===== src/rtl/pid_compensator_if.sv =====
// pid_compensator_if
//   Sample-in / duty-out bundle between the ADC front end, the PID compensator
//   and the DPWM.
//   master : drives vref, adc_data, adc_valid; observes duty_cmd, duty_valid, busy
//   slave  : the compensator; observes the sample, drives the duty command
interface pid_compensator_if #(
  parameter int ADC_W = 8
);
  logic [ADC_W-1:0] vref;
  logic [ADC_W-1:0] adc_data;
  logic             adc_valid;
  logic [8:0]       duty_cmd;
  logic             duty_valid;
  logic             busy;

  modport master (
    output vref, adc_data, adc_valid,
    input  duty_cmd, duty_valid, busy
  );

  modport slave (
    input  vref, adc_data, adc_valid,
    output duty_cmd, duty_valid, busy
  );
endinterface


===== src/rtl/pid_compensator.sv =====
// pid_compensator
//   Velocity-form PID for the buck-converter loop:
//     u[n] = clamp(u[n-1] + KA*e[n] + KB*e[n-1] + KC*e[n-2]),  e = vref - adc_data
//   u is Q(FRAC) in a 24-bit register; one shared signed multiplier is stepped
//   through the three taps. Output is u >> FRAC as a 9-bit duty command.
// Ports:
//   clk  - system clock (same domain as the DPWM)
//   rst  - synchronous active-low reset
//   bus  - pid_compensator_if.slave: vref/adc_data/adc_valid in,
//          duty_cmd/duty_valid/busy out
module pid_compensator #(
  parameter int ADC_W     = 8,
  parameter int COEF_W    = 12,
  parameter int FRAC      = 6,
  parameter int KA        = 64,
  parameter int KB        = 0,
  parameter int KC        = 0,
  parameter int DUTY_MIN  = 16,
  parameter int DUTY_MAX  = 480,
  parameter int DUTY_INIT = 256
) (
  input  logic              clk,
  input  logic              rst,
  pid_compensator_if.slave  bus
);

  localparam int E_W   = ADC_W + 1;
  localparam int P_W   = E_W + COEF_W;
  localparam int ACC_W = 24;
  localparam int D_W   = 9;

  localparam logic signed [COEF_W-1:0] KA_C = COEF_W'(KA);
  localparam logic signed [COEF_W-1:0] KB_C = COEF_W'(KB);
  localparam logic signed [COEF_W-1:0] KC_C = COEF_W'(KC);

  localparam logic signed [ACC_W-1:0] U_MIN  = ACC_W'(DUTY_MIN  * (2 ** FRAC));
  localparam logic signed [ACC_W-1:0] U_MAX  = ACC_W'(DUTY_MAX  * (2 ** FRAC));
  localparam logic signed [ACC_W-1:0] U_INIT = ACC_W'(DUTY_INIT * (2 ** FRAC));

  typedef enum logic [2:0] {
    S_IDLE,
    S_ERR,
    S_MAC0,
    S_MAC1,
    S_MAC2,
    S_SAT,
    S_OUT
  } state_e;

  state_e                   state_q,     state_d;
  logic [ADC_W-1:0]         vref_q,      vref_d;
  logic [ADC_W-1:0]         adc_q,       adc_d;
  logic signed [E_W-1:0]    e0_q,        e0_d;
  logic signed [E_W-1:0]    e1_q,        e1_d;
  logic signed [E_W-1:0]    e2_q,        e2_d;
  logic signed [ACC_W-1:0]  acc_q,       acc_d;
  logic signed [ACC_W-1:0]  u_q,         u_d;
  logic [D_W-1:0]           duty_cmd_q,  duty_cmd_d;
  logic                     duty_valid_q, duty_valid_d;

  // Shared multiplier: operands are selected by the MAC state.
  logic signed [E_W-1:0]    mul_a;
  logic signed [COEF_W-1:0] mul_b;
  logic signed [P_W-1:0]    prod;
  logic signed [ACC_W-1:0]  prod_ext;
  logic signed [ACC_W-1:0]  acc_sat;

  assign prod     = P_W'(mul_a) * P_W'(mul_b);
  assign prod_ext = ACC_W'(prod);

  always_comb begin
    mul_a = '0;
    mul_b = '0;
    unique case (state_q)
      S_MAC0:  begin mul_a = e0_q; mul_b = KA_C; end
      S_MAC1:  begin mul_a = e1_q; mul_b = KB_C; end
      S_MAC2:  begin mul_a = e2_q; mul_b = KC_C; end
      default: begin mul_a = '0;   mul_b = '0;   end
    endcase
  end

  // Clamping the stored state (not just the output) is what prevents windup.
  always_comb begin
    acc_sat = acc_q;
    if (acc_q < U_MIN)      acc_sat = U_MIN;
    else if (acc_q > U_MAX) acc_sat = U_MAX;
  end

  always_comb begin
    state_d      = state_q;
    vref_d       = vref_q;
    adc_d        = adc_q;
    e0_d         = e0_q;
    e1_d         = e1_q;
    e2_d         = e2_q;
    acc_d        = acc_q;
    u_d          = u_q;
    duty_cmd_d   = duty_cmd_q;
    duty_valid_d = 1'b0;

    unique case (state_q)
      S_IDLE: begin
        if (bus.adc_valid) begin
          vref_d  = bus.vref;
          adc_d   = bus.adc_data;
          state_d = S_ERR;
        end
      end
      S_ERR: begin
        e0_d    = $signed({1'b0, vref_q}) - $signed({1'b0, adc_q});
        acc_d   = u_q;
        state_d = S_MAC0;
      end
      S_MAC0: begin
        acc_d   = acc_q + prod_ext;
        state_d = S_MAC1;
      end
      S_MAC1: begin
        acc_d   = acc_q + prod_ext;
        state_d = S_MAC2;
      end
      S_MAC2: begin
        acc_d   = acc_q + prod_ext;
        state_d = S_SAT;
      end
      S_SAT: begin
        u_d     = acc_sat;
        e2_d    = e1_q;
        e1_d    = e0_q;
        state_d = S_OUT;
      end
      S_OUT: begin
        duty_cmd_d   = u_q[FRAC +: D_W];
        duty_valid_d = 1'b1;
        state_d      = S_IDLE;
      end
      default: state_d = S_IDLE;
    endcase
  end

  always_ff @(posedge clk) begin
    if (!rst) begin
      state_q      <= S_IDLE;
      vref_q       <= '0;
      adc_q        <= '0;
      e0_q         <= '0;
      e1_q         <= '0;
      e2_q         <= '0;
      acc_q        <= '0;
      u_q          <= U_INIT;
      duty_cmd_q   <= D_W'(DUTY_INIT);
      duty_valid_q <= 1'b0;
    end else begin
      state_q      <= state_d;
      vref_q       <= vref_d;
      adc_q        <= adc_d;
      e0_q         <= e0_d;
      e1_q         <= e1_d;
      e2_q         <= e2_d;
      acc_q        <= acc_d;
      u_q          <= u_d;
      duty_cmd_q   <= duty_cmd_d;
      duty_valid_q <= duty_valid_d;
    end
  end

  assign bus.duty_cmd   = duty_cmd_q;
  assign bus.duty_valid = duty_valid_q;
  assign bus.busy       = (state_q != S_IDLE);

endmodule


===== src/flat_wrapper.sv =====
// flat-port wrapper written by rule: the top's interface ports become plain ports
module pid_compensator_flat 
#(
  parameter int ADC_W     = 8,
  parameter int COEF_W    = 12,
  parameter int FRAC      = 6,
  parameter int KA        = 64,
  parameter int KB        = 0,
  parameter int KC        = 0,
  parameter int DUTY_MIN  = 16,
  parameter int DUTY_MAX  = 480,
  parameter int DUTY_INIT = 256
)
  (clk, rst, bus_vref, bus_adc_data, bus_adc_valid, bus_duty_cmd, bus_duty_valid, bus_busy);
  pid_compensator_if #(.ADC_W(ADC_W)) bus_i ();
  input  logic clk;
  input  logic rst;
  input wire logic [$bits(bus_i.vref)-1:0] bus_vref;
  input wire logic [$bits(bus_i.adc_data)-1:0] bus_adc_data;
  input wire logic [$bits(bus_i.adc_valid)-1:0] bus_adc_valid;
  output wire logic [$bits(bus_i.duty_cmd)-1:0] bus_duty_cmd;
  output wire logic [$bits(bus_i.duty_valid)-1:0] bus_duty_valid;
  output wire logic [$bits(bus_i.busy)-1:0] bus_busy;
  assign bus_i.vref = bus_vref;
  assign bus_i.adc_data = bus_adc_data;
  assign bus_i.adc_valid = bus_adc_valid;
  assign bus_duty_cmd = bus_i.duty_cmd;
  assign bus_duty_valid = bus_i.duty_valid;
  assign bus_busy = bus_i.busy;
  pid_compensator #(.ADC_W(ADC_W), .COEF_W(COEF_W), .FRAC(FRAC), .KA(KA), .KB(KB), .KC(KC), .DUTY_MIN(DUTY_MIN), .DUTY_MAX(DUTY_MAX), .DUTY_INIT(DUTY_INIT)) u_core (.clk(clk), .rst(rst), .bus(bus_i));
endmodule

===== config.mk =====
export PLATFORM = sky130hd
export DESIGN_NAME = pid_compensator_flat
export DESIGN_NICKNAME = d
export VERILOG_FILES = /design/src/rtl/pid_compensator_if.sv /design/src/rtl/pid_compensator.sv /design/src/flat_wrapper.sv
export SDC_FILE = /design/constraint.sdc
export NUM_CORES = 1
export LEC_CHECK = 0
export CORE_AREA = 2 2 96 98
export CTS_CLUSTER_DIAMETER = 120
export CTS_CLUSTER_SIZE = 40
export DETAILED_ROUTE_END_ITERATION = 8
export DIE_AREA = 0 0 98 100
export GPL_TIMING_DRIVEN = 0
export HOLD_SLACK_MARGIN = 0.05
export PLACE_DENSITY_LB_ADDON = 0.1
export SLEW_MARGIN = 30
export SYNTH_ARGS = -nofsm -noshare
export SYNTH_HDL_FRONTEND = slang
export SYNTH_SLANG_ARGS = --single-unit

===== constraint.sdc =====
create_clock -name clk -period 4.6 [get_ports clk]
set_input_delay 0.92 -clock clk [delete_from_list [all_inputs] [get_ports clk]]
set_output_delay 0.92 -clock clk [all_outputs]
set_load 0.02 [all_outputs]

==> results of run 1 <==
## cell usage in the layout (no fill, tap or decap), types with 10 or more instances in the layout
master and count:
dfxtp_1 86, inv_1 15, clkbuf_8 10, nor2_1 47
a21oi_1 60, clkbuf_1 24, a22oi_1 18, and3_1 12
clkdlybuf4s50_1 29, ha_1 56, nand2_1 90, nor3_1 12
and2_1 12, nand3_1 12
## worst min-delay path by stage
stage | depth (start not counted) | slack (ns) | from | to
finish | 2 | 0.46 | u_core.bus.duty_cmd[3]$_SDFFE_PN0P_ | u_core.bus.duty_cmd[3]$_SDFFE_PN0P_
global route | 2 | 0.48 | u_core.vref_q[2]$_SDFFE_PN0P_ | u_core.vref_q[2]$_SDFFE_PN0P_
CTS | 2 | 0.46 | u_core.adc_q[5]$_SDFFE_PN0P_ | u_core.adc_q[5]$_SDFFE_PN0P_
detailed placement | 2 | 0.45 | u_core.e0_q[2]$_SDFFE_PN0N_ | u_core.e0_q[2]$_SDFFE_PN0N_
global placement | 2 | 0.44 | u_core.u_q[5]$_SDFFE_PN0P_ | u_core.acc_q[5]$_SDFFE_PN0P_
floorplan | 2 | 0.43 | u_core.e0_q[2]$_SDFFE_PN0N_ | u_core.e0_q[2]$_SDFFE_PN0N_
## cell families after synthesis
group,count (synthesis),synth area share [%]
AO/OA/AOI/OAI,138,19.3
adder cells (fa/ha/maj),58,15.9
multiplexers,4,0.858
buffers and inverters,46,3.81
XOR/XNOR,11,2.07
AND/OR/NAND/NOR,213,21.1
flip-flops,86,36.9
## state kept, by name, indices dropped and copies added, names as in the netlist
register / count
u_core.acc_q: 24
u_core.adc_q: 8
u_core.bus.duty_cmd: 9
u_core.bus.duty_valid: 1
u_core.e0_q: 9
u_core.state_q: 3
u_core.u_q: 24
u_core.vref_q: 8
## critical path, delay by kind of cell, from the launching register on
kind | cells | cell delay (ns)
DFF | 1 | 0.30
buffers and inverters | 1 | 0.16
and+or+nand+nor | 4 | 1.28
adders and majority gates | 4 | 1.22
AOI/OAI and AO/OA | 5 | 1.17
## routing by layer
layer | vias up | routed length (um) | track usage [%]
met4 | 0 | 287 | 11.0
met2 | 129 | 5280 | 40.4
met5 | - | 0 | 0
li1 | 2063 | - | -
met1 | 1961 | 5160 | 31.4
met3 | 23 | 635 | 3.97
## stage by stage
step | power [uW] | cells | hold WS (ns)
after floorplan | 962 | 556 | 0.427
after global placement | 1030 | 696 | 0.438
after detailed placement | 1040 | 696 | 0.448
after CTS | 1550 | 712 | 0.461
after global routing | 1610 | 712 | 0.480
final | 1540 | 712 | 0.456
## final cells by class
cell class	instances	area [sq um]
plain buffers	30	118
clock buffers	10	138
clock inverters	6	53.8
fillers	820	3600
inverters	16	60.1
multi-input cells	424	2770
flip-flops and latches	86	1720
well taps	111	139
repair buffers	29	290
## power groups by stage
| stage | Combinational [uW] | Clock [uW] | Sequential (uW) |
|---|---|---|---|
| final | 240 | 518 | 784 |
| after global routing | 269 | 558 | 788 |
| after CTS | 240 | 529 | 784 |
| after detailed placement | 239 | 0 | 802 |
| after global placement | 234 | 0 | 800 |
| after floorplan | 166 | 0 | 796 |
==> run metrics, run 1 <==
global route total overflow=0; register bit total from synthesis=86; pwr dens=292 mW/mm^2; status=finished, final reports clean; slowest stage cell, crit path=or4b_1; DRT Pass-1 Iters=6; slew margin rel.=50.6%; Reg2Reg Launch Point=u_core.state_q[2]$_SDFFE_PN0P_; Die ar.=0.00980 sq mm; Netlist Area Pre-Place=0.00466 sq mm; number of global-route vias before repair=3,989; Final Skew=0.0109 ns; Internal=1080 uW; width of the die=98 um; Yosys cell types=61; cell chain of the critical path=buf_2, nand2b_1, nor2_1, and2_1, ha_1, ha_1, ha_1, fa_1, a211oi_2, o21bai_2, a221oi_2, a21oi_1, or4b_1, a31oi_1; Nets=673; fin util=59.5%; # rows=35; Setup crit start=u_core.state_q[2]$_SDFFE_PN0P_; dominant synthesized flop cell=dfxtp_1; Worst Path Required=4.89 ns; Top cell by count, worst path=ha_1; final worst slack=0.394 ns; initial antenna violation count=0; Synth Net Count=633; Synth area leaders=dfxtp_1 (37%), ha_1 (15%), nand2_1 (7.2%), a21oi_1 (6.4%), nor2_1 (3.8%); Startpoint Class=flop; first-pass GRT wire length=19.1 mm; die height=100 um; YS warnings=0; Post-Syn Instances=556; CP Max Fanout=10; top cell type's share of synthesized area=36.9%; worst setup path class=flop to flop; Sw Share=30.0%; Seq pwr share=50.8%; Initial Util=52.5%; CTS tree=built; TritonCTS buffer count=9; crit share post-route=91.4%; DR DRC count=0; H-tree depth=3; Max Cap Viol=0; DRT Wirelength=11.4 mm; max incr delay on CP=0.49 ns; Post-CTS Setup Inserts=0; clk_lat worst skew=0.37 ns; Switch Pwr=463 uW; largest net degree at the start of global routing=17; drt wl/cell=16.0 um; worst reg-to-reg path cell count=14; combinational power share=15.6%; Hold Fails Final Rpt=0; most frequent cell after synthesis=nand2_1; Final setup viols=0; Top Ports=30; Clk pwr share=33.6%; Max Clock Freq=0.238 GHz; R2R setup slack=0.39 ns; Slew Limit Fails=0; ant diodes=0; GPL Wtd Cong=0.890; CP Capture Type=flop; cts hold-fix bufs=0; Post-CTS Resized=0; cell taking the most area after synthesis=dfxtp_1; worst vdd rail ir drop=0.157 mV; async set-reset flop share out of synthesis=0%; worst slew pin tran=0.739 ns; Antenna Nets Post-Route=0; r2r endpoint=u_core.acc_q[22]$_SDFFE_PN0P_; Clock Pin Slew Worst Setup and Hold Paths=0.09 ns; worst slack at placement=0.450 ns; synth cell count leaders=nand2_1 (90), dfxtp_1 (86), a21oi_1 (60); placed cell area=0.00509 sq mm; IO buf count=29; CP arrival=4.50 ns; Tmin final=4.21 ns; RSZ-0062 raised after global routing=false; clock root buffer=clkbuf_8; layout cells sized above 1=4.33%; HP Class=flop to flop; Worst Setup EP=u_core.acc_q[22]$_SDFFE_PN0P_; area delta synth->final=13.3%; number of synthesized flops with an enable pin=0; initial drt markers=220; core area=0.00889 sq mm; average size of a mapped cell=8.39 sq um; sequential-to-total area share from yosys stat=36.9%; post-DP HPWL=8.53 mm; CTS sink cnt=86; Pleak=0.00227 uW; DR vias=4,176; Fin Setup TNS=0 ns; GR Util All Layers=24.4%; Clock Tree Buf Depth=2; Via density=5.87; Finished Cell Area=0.00529 sq mm
Note: power is estimated with default switching activity, not from simulation.
==> run 2, diff against run 1 <==
- CTS_CLUSTER_SIZE: 40 -> default
- HOLD_SLACK_MARGIN: 0.05 -> default
==> results of run 2 <==
No change in the layout: final DEF, timing and power equal those of run 1.
